==> config.mk <==
export PLATFORM = sky130hd
export DESIGN_NAME = inst_fetch_flat
export DESIGN_NICKNAME = d
export VERILOG_FILES = /design/src/rtl/core_pkg.sv /design/src/rtl/inst_fetch_if.sv /design/src/rtl/inst_fetch.sv /design/src/flat_wrapper.sv
export SDC_FILE = /design/constraint.sdc
export NUM_CORES = 1
export LEC_CHECK = 0
export CAP_MARGIN = 20
export CORE_MARGIN = 1
export CORE_UTILIZATION = 41
export DETAILED_ROUTE_END_ITERATION = 8
export DONT_BUFFER_PORTS = 1
export PLACE_DENSITY = 0.55
export SETUP_SLACK_MARGIN = 0.3
export SKIP_LAST_GASP = 1
export SYNTH_ARGS = -nofsm -noshare
export SYNTH_HDL_FRONTEND = slang
export SYNTH_SLANG_ARGS = --single-unit
==> constraint.sdc <==
create_clock -name clk -period 2 [get_ports clk]
set_input_delay 0.4 -clock clk [delete_from_list [all_inputs] [get_ports clk]]
set_output_delay 0.4 -clock clk [all_outputs]
set_load 0.03 [all_outputs]
==> src/rtl/core_pkg.sv <==
// Shared core definitions: fetch FSM states, NOP encoding, reset PC
// and base opcodes used by fetch, decode and imm_gen.
package core_pkg;

    typedef enum logic [1:0] {
        F_IDLE,
        F_REQ,
        F_WAIT,
        F_FAULT
    } fetch_state_e;

    localparam logic [31:0] NOP_INST         = 32'h0000_0013;
    localparam logic [31:0] RESET_PC_DEFAULT = 32'h0000_0000;

    localparam logic [6:0] OPC_LOAD   = 7'b0000011;
    localparam logic [6:0] OPC_STORE  = 7'b0100011;
    localparam logic [6:0] OPC_BRANCH = 7'b1100011;
    localparam logic [6:0] OPC_OP     = 7'b0110011;

endpackage

==> src/rtl/inst_fetch_if.sv <==
// Fetch-stage bus: instruction-memory request/response channel
// plus the valid/ready channel towards decode.
interface inst_fetch_if;

    logic        imem_req;
    logic [31:0] imem_addr;
    logic        imem_gnt;
    logic        imem_rvalid;
    logic [31:0] imem_rdata;

    logic        if_valid;
    logic        if_ready;
    logic [31:0] if_inst;
    logic [31:0] if_pc;

    modport master (
        output imem_req,
        output imem_addr,
        input  imem_gnt,
        input  imem_rvalid,
        input  imem_rdata,
        output if_valid,
        input  if_ready,
        output if_inst,
        output if_pc
    );

    modport slave (
        input  imem_req,
        input  imem_addr,
        output imem_gnt,
        output imem_rvalid,
        output imem_rdata,
        input  if_valid,
        output if_ready,
        input  if_inst,
        input  if_pc
    );

endinterface

==> src/rtl/inst_fetch.sv <==
// Fetch stage: PC register, single-outstanding imem FSM, kill flag
// for in-flight responses and a one-entry output slot to decode.
module inst_fetch
    import core_pkg::*;
#(
    parameter logic [31:0] RESET_PC = RESET_PC_DEFAULT,
    parameter int          XLEN     = 32
) (
    input  logic             clk,
    input  logic             rst_n,
    inst_fetch_if.master     bus,
    input  logic             redirect_valid,
    input  logic [XLEN-1:0]  redirect_target,
    output logic             fetch_misalign
);

    fetch_state_e    state, state_n;
    logic [XLEN-1:0] pc, pc_n;
    logic            kill, kill_n;
    logic            load;

    logic            valid_q;
    logic [31:0]     inst_q;
    logic [XLEN-1:0] pc_q;
    logic            misalign_q;

    logic            req;
    logic            launch;
    logic            inflight;
    logic            still_out;
    logic            odd;

    // Only request when the output slot can take the response.
    assign req       = (state == F_REQ) && (!valid_q || bus.if_ready);
    assign launch    = req && bus.imem_gnt;
    assign inflight  = (state == F_WAIT) || kill;
    assign still_out = (inflight && !bus.imem_rvalid) || launch;
    assign odd       = |redirect_target[1:0];

    always_comb begin
        state_n = state;
        pc_n    = pc;
        kill_n  = kill;
        load    = 1'b0;

        unique case (state)
            F_IDLE:  state_n = F_REQ;
            F_REQ:   if (launch) state_n = F_WAIT;
            F_WAIT: begin
                if (bus.imem_rvalid) begin
                    state_n = F_REQ;
                    kill_n  = 1'b0;
                    if (!kill) begin
                        load = 1'b1;
                        pc_n = pc + XLEN'(4);
                    end
                end
            end
            F_FAULT: if (bus.imem_rvalid) kill_n = 1'b0;
            default: state_n = F_IDLE;
        endcase

        // A still-pending response must drain before refetching.
        if (redirect_valid) begin
            pc_n   = redirect_target;
            load   = 1'b0;
            kill_n = still_out;
            if (odd)
                state_n = F_FAULT;
            else if (still_out)
                state_n = F_WAIT;
            else
                state_n = F_REQ;
        end
    end

    always_ff @(posedge clk) begin
        if (!rst_n)
            state <= F_IDLE;
        else
            state <= state_n;
    end

    always_ff @(posedge clk) begin
        if (!rst_n) begin
            pc         <= RESET_PC;
            kill       <= 1'b0;
            valid_q    <= 1'b0;
            inst_q     <= NOP_INST;
            pc_q       <= RESET_PC;
            misalign_q <= 1'b0;
        end else begin
            pc   <= pc_n;
            kill <= kill_n;
            if (redirect_valid) begin
                valid_q    <= 1'b0;
                misalign_q <= odd;
            end else if (load) begin
                valid_q <= 1'b1;
                inst_q  <= bus.imem_rdata;
                pc_q    <= pc;
            end else if (bus.if_ready) begin
                valid_q <= 1'b0;
            end
        end
    end

    assign bus.imem_req    = req;
    assign bus.imem_addr   = {pc[XLEN-1:2], 2'b00};
    assign bus.if_valid    = valid_q;
    assign bus.if_inst     = inst_q;
    assign bus.if_pc       = pc_q;
    assign fetch_misalign  = misalign_q;

endmodule

==> src/flat_wrapper.sv <==
// flat-port wrapper written by rule: the top's interface ports become plain ports
module inst_fetch_flat import core_pkg::*;
#(
    parameter logic [31:0] RESET_PC = RESET_PC_DEFAULT,
    parameter int          XLEN     = 32
)
  (clk, rst_n, redirect_valid, redirect_target, fetch_misalign, bus_imem_req, bus_imem_addr, bus_imem_gnt, bus_imem_rvalid, bus_imem_rdata, bus_if_valid, bus_if_ready, bus_if_inst, bus_if_pc);
  inst_fetch_if bus_i ();
  input  logic clk;
  input  logic rst_n;
  input  logic redirect_valid;
  input  logic [XLEN-1:0] redirect_target;
  output logic fetch_misalign;
  output wire logic [$bits(bus_i.imem_req)-1:0] bus_imem_req;
  output wire logic [$bits(bus_i.imem_addr)-1:0] bus_imem_addr;
  input wire logic [$bits(bus_i.imem_gnt)-1:0] bus_imem_gnt;
  input wire logic [$bits(bus_i.imem_rvalid)-1:0] bus_imem_rvalid;
  input wire logic [$bits(bus_i.imem_rdata)-1:0] bus_imem_rdata;
  output wire logic [$bits(bus_i.if_valid)-1:0] bus_if_valid;
  input wire logic [$bits(bus_i.if_ready)-1:0] bus_if_ready;
  output wire logic [$bits(bus_i.if_inst)-1:0] bus_if_inst;
  output wire logic [$bits(bus_i.if_pc)-1:0] bus_if_pc;
  assign bus_imem_req = bus_i.imem_req;
  assign bus_imem_addr = bus_i.imem_addr;
  assign bus_i.imem_gnt = bus_imem_gnt;
  assign bus_i.imem_rvalid = bus_imem_rvalid;
  assign bus_i.imem_rdata = bus_imem_rdata;
  assign bus_if_valid = bus_i.if_valid;
  assign bus_i.if_ready = bus_if_ready;
  assign bus_if_inst = bus_i.if_inst;
  assign bus_if_pc = bus_i.if_pc;
  inst_fetch #(.RESET_PC(RESET_PC), .XLEN(XLEN)) u_core (.clk(clk), .rst_n(rst_n), .bus(bus_i), .redirect_valid(redirect_valid), .redirect_target(redirect_target), .fetch_misalign(fetch_misalign));
endmodule
# Word level (Yosys, flattened, before mapping)
# Index checks and enable logic that the tools add are counted.
[totals]
regBits = 101
latchBits = 0
ram_bits = 0
mem_bits_ro = 0
in_bits = 70
output_inout_bits = 99
word_cells = 56
memories = 0
[op_classes]
addsub = 1
n_mul = 0
div = 0
order_cmp = 0
n_eq_ne = 6
n_shift = 0
mux = 19
bitwise = 2
reduce_logical = 21
[ops]
columns = ["op", "n"]
rows = [
  ["$mux W32", 4],
  ["$add A32 B3 Y32 const B", 1],
  ["$mux W2", 5],
  ["$mux W1", 9],
  ["$reduce_bool A2 Y1", 4],
  ["$pmux W2 S3", 1],
  ["$reduce_and A3 Y1", 2],
  ["$reduce_or A2 Y1", 3],
  ["$eq A2 B2 Y1 const B", 2],
  ["$reduce_and A2 Y1", 2],
  ["$reduce_bool A4 Y1", 1],
  ["$logic_and A1 B1 Y1", 3],
  ["$logic_or A1 B1 Y1", 3],
  ["$ne A3 B2 Y1 const B", 1],
  ["$ne A3 B3 Y1 const B", 1],
  ["$eq A2 B1 Y1 const B", 1],
  ["$logic_not A1 Y1", 2],
  ["$logic_not A2 Y1", 1],
  ["$ne A2 B2 Y1 const B", 1],
  ["$not A1 Y1", 2],
]

# Longest topological paths before layout
[depth]
word_depth = 8
depth_mapped = 6
ltp_nobuf = 5

# Worst setup path before layout
# No wires, ideal clock.
[synth_timing]
kind = "register -> register"
startpoint = "register u_core.pc[2]"
endpoint = "register u_core.pc[16]"
setup_time_ns = 0.119
arrival_ns = 1.887
required_ns = 1.881
path_slack_ns = -0.006
path_stages_with_launch = 7
n_path_buf = 1
period_less_slack_ns = 2.006
path_cell_list = "dfxtp_1 > ha_1 > inv_1 > or4_1 > clkbuf_1 > o31a_2 > o221a_2"
[synth_between]
elab_chain_cells = 5
[synth_rtl]
columns = ["element", "line_no", "source"]
rows = [
  ["start, declared", "inst_fetch.sv:18", "logic [XLEN-1:0] pc, pc_n;"],
  ["start signal, assigned", "inst_fetch.sv:93", "pc <= pc_n;"],
  ["$add A32 B3 Y32", "inst_fetch.sv:55", "pc_n = pc + XLEN'(4);"],
  ["$mux W32", "inst_fetch.sv:53", "if (!kill) begin"],
  ["$mux W32", "inst_fetch.sv:50", "if (bus.imem_rvalid) begin"],
  ["$mux W32", "inst_fetch.sv:46", "unique case (state)"],
  ["$mux W32", "inst_fetch.sv:64", "if (redirect_valid) begin"],
]
# Every way passes these cells. The select of a mux whose other input is x is not followed.
# A chain may end at the register's enable or synchronous reset.

# Worst setup path in the final report
[layout_timing]
startpoint = "register u_core.kill"
endpoint = "register u_core.pc[16]"
[layout_between]
elab_chain_cells = 2
[layout_rtl]
columns = ["element", "line_no", "source"]
rows = [
  ["start, declared", "inst_fetch.sv:19", "logic kill, kill_n;"],
  ["start signal, assigned", "inst_fetch.sv:94", "kill <= kill_n;"],
  ["$ne A2 B2 Y1 (no source line)", "-", ""],
  ["$reduce_and A3 Y1 (no source line)", "-", ""],
]
# Every way passes these cells.

==> flow_summary.toml <==
[setup_path]
crit_fanout = 5
worst-endpoint-required_ns = 2.28
timing.critical_path.to_type = "flip-flop"
worstPathArrival_ns = 2.12
critical_path.cell_chain = "nand4bb_4 -> or4_4 -> o31a_2 -> o221a_2"
critical-path-top-delay-family = "simple AND/OR/NAND/NOR gates"
path_buf_inv = 0
critical_path_class = "reg -> reg"
crit_path_start_kind = "flip-flop"
slowest_delay_ns = 0.54
slowest_stage = "sky130_fd_sc_hd__or4_4"

[die]
total_die_area_mm2 = 0.01163
die-width_um = 107.8
floorplan.initialDensity = 0.4219
rows = 38
chipHeight_um = 107.8
core_area_mm2 = 0.01089
ios = 169

[status]
outcome = "completed"

[grt]
largest_net_degree_at_the_start_of_global_routing = 54
globalRoute.totalOverflow = 0
first_global_vias = 3794
grt_pass1_wl_um = 20060
antenna_found_initial = 0
globalRouteTotalUtil = 0.2285

[placed_design]
dpl-instance-area_mm2 = 0.004752
placement.io_buffers = 0
dp_hpwl_um = 8848
gpl_wtd_cong = 0.8105

[drt]
drt_iter0_drc = 284
final_antenna_net_count = 0
via_per_inst = 5.774
drc = 0
routed_wirelength_normalized_by_instance_count_um = 20.96
dr.pass1.iters = 6
highest-signal-layer = "met4"
m1_wl_um = 6557
met3_routed_length_um = 1279
vias = 4273
routed_met2_length_um = 7382
drt_wl_total_um = 15510

[sta]
setup_viol_count_final = 0
setup-tns-final_ns = 0
period_minus_slack_ns = 1.842
report.final.hold_viol_count = 0
final_clock_period_utilization_by_the_worst_path = 0.9212
timing.final.max_slew_violations = 0
grt_setup_unrepaired = "true"
max_clock_freq_mhz = 542.8
worst_slew_pin_slew_ns = 0.6435
finClkSkew_ns = 0.01255
hold_slack_ns = 0.09952
max-slew-margin-rel = 0.5705

[cts]
cts_tree = "yes"
numCtsBuffers = 9
clock_path_buffers = 2
clock-sinks = 101
cts-htree-levels = 3
clk_transition_reported_paths_ns = 0.09
clock_tree.root_cell = "sky130_fd_sc_hd__clkbuf_8"
clock_latency_ns = 0.39
cts.hold.buffers_added = 0

[layout]
n_antenna_cell = 0
fill_count = 1060
fin_area_mm2 = 0.005751
nets = 666
layout-drive-gt1-share = 0.2767
synthToLayoutAreaGrowth_pct = 25.20

[logic_synthesis]
netlist_area_mm2 = 0.004593
syn-mean-instance-area_um2 = 7.919
dominant_synthesized_flop_cell = "sky130_fd_sc_hd__dfxtp_1"
synth.distinct_cells = 55
synth_seq_cells = 101
synth-seq-area-share = 0.4402
postSynthCellCount = 580
yosysWarningCount = 0
synthArstFlopShare = 0
synth_enable_flop_cells = 0

[power_and_ir_drop]
pwr_density_cell_mw_per_mm2 = 735.6
pwr-share-comb = 0.130
p_sw_frac = 0.2831
design_internal_power_mw = 3.032
ir_drop_v = 0.0005426
clockPowerShare = 0.350
power_switching_mw = 1.198
p_seq_frac = 0.519
p_leak_nw = 2.063

[flow_run]
maxCapViolations = 0

[worst_hold_path]
timing.hold.worst.class = "in -> reg"
## sequential cells by signal, indices dropped and copies added (netlist names)
register	flops
u_core.bus.if_inst	32
u_core.bus.if_pc	32
u_core.pc	32
u_core.state	2
u_core.bus.if_valid	1
u_core.fetch_misalign	1
u_core.kill	1
## power groups by stage
stage | logic [mW] | registers (mW) | clock network [mW]
6_report | 0.552 | 2.20 | 1.48
2_1_floorplan | 0.381 | 2.24 | 0
3_5_place_dp | 0.445 | 2.24 | 0
3_3_place_gp | 0.436 | 2.24 | 0
5_1_grt | 0.593 | 2.21 | 1.60
4_1_cts | 0.469 | 2.19 | 1.51
## per-stage QoR
step / setup slack [ns] / utilization / instances / power (mW)
global route: 0.09896 / 0.5282 / 740 / 4.396
global placement: 0.1736 / 0.4365 / 694 / 2.672
finish: 0.1577 / 0.5282 / 740 / 4.230
floorplan: 0.1169 / - / 581 / 2.617
CTS: 0.2336 / 0.4712 / 721 / 4.178
detailed placement: 0.1386 / 0.4365 / 694 / 2.684
## synthesized netlist by cell type (3+ instances only)
master	instances	share of area
sky130_fd_sc_hd__nand2_1	143	0.12
sky130_fd_sc_hd__dfxtp_1	101	0.44
sky130_fd_sc_hd__a21oi_1	69	0.075
sky130_fd_sc_hd__clkbuf_1	34	0.028
sky130_fd_sc_hd__buf_4	33	0.054
sky130_fd_sc_hd__o21ai_0	24	0.026
sky130_fd_sc_hd__nand3_1	19	0.021
sky130_fd_sc_hd__nor2_1	17	0.014
sky130_fd_sc_hd__nor3_1	17	0.019
sky130_fd_sc_hd__inv_1	10	0.0082
sky130_fd_sc_hd__nand4_1	10	0.014
sky130_fd_sc_hd__and4_1	9	0.017
sky130_fd_sc_hd__a211oi_1	6	0.0098
sky130_fd_sc_hd__a311oi_1	6	0.011
sky130_fd_sc_hd__a31oi_1	5	0.0068
sky130_fd_sc_hd__nor2b_1	5	0.0068
sky130_fd_sc_hd__or3_1	5	0.0068
sky130_fd_sc_hd__or4_1	5	0.0082
sky130_fd_sc_hd__xor2_1	5	0.0095
sky130_fd_sc_hd__a32oi_1	4	0.0076
sky130_fd_sc_hd__and3_1	3	0.0041
sky130_fd_sc_hd__mux2i_1	3	0.0065
sky130_fd_sc_hd__nand2b_1	3	0.0041
sky130_fd_sc_hd__nor4_1	3	0.0041
sky130_fd_sc_hd__xnor2_1	3	0.0057
## logic make-up after synthesis
| group | synth area share |
|---|---|
| adders and majority gates | 0.002724 |
| and+or+nand+nor | 0.2664 |
| DFF | 0.4402 |
| muxes | 0.006538 |
| buffers and inverters | 0.09997 |
| xor gates and xnor gates | 0.01526 |
| other | 0.0008164 |
| AOI/OAI and AO/OA | 0.1681 |
## layout by cell type, fill, tap and decap left out, drive strengths merged, types with 3 or more instances in the layout
cell type and n:
nand2 144, dfxtp 101, a21oi 69, buf 67
o21ai 24, nand3 19, nor2 17, nor3 17
clkbuf 17, nand4 11, and4 10, inv 10
a311oi 6, a211oi 6, or4 6, a31oi 5
or3 5, xor2 5, nor2b 5, and3 5
nor4 5, a32oi 4, nand2b 3, mux2i 3
xnor2 3, clkinv 3, and2 3
## per-layer routing
layer	vias to the layer above	track usage
li1	2020	-
met4	0	0.09589
met2	175	0.3649
met3	21	0.06598
met5	-	0
met1	2057	0.2861
## final timing paths
| kind | depth (start not counted) | slack (ns) | endpoint | from |
|---|---|---|---|---|
| worst max-delay path | 4 | 0.16 | u_core.pc[16] | u_core.kill |
| worst min register to register | 2 | 0.46 | u_core.bus.if_pc[0] | u_core.pc[0] |
| worst min-delay path | 1 | 0.1 | u_core.bus.if_inst[1] | rst_n |
| worst max register to register | 4 | 0.16 | u_core.pc[16] | u_core.kill |
## area by class of cell
| class | instances | area (µm²) | area share |
|---|---|---|---|
| timing repair buffer | 74 | 808.3 | 0.1406 |
| clock buffer | 10 | 137.6 | 0.02393 |
| sequential | 101 | 2046 | 0.3557 |
| tap | 140 | 175.2 | 0.03046 |
| clock inverter | 6 | 86.33 | 0.01501 |
| multi-input combinational | 399 | 2460 | 0.4278 |
| inverter | 10 | 37.54 | 0.006527 |
## what timing repair did
action,in CTS,in global routing
setup buffers,10,4
endpoints found under the setup margin,12,88
gates resized for setup,18,78
pin swaps,9,25
cloned,1,15
(Power assumes the default switching activity.)
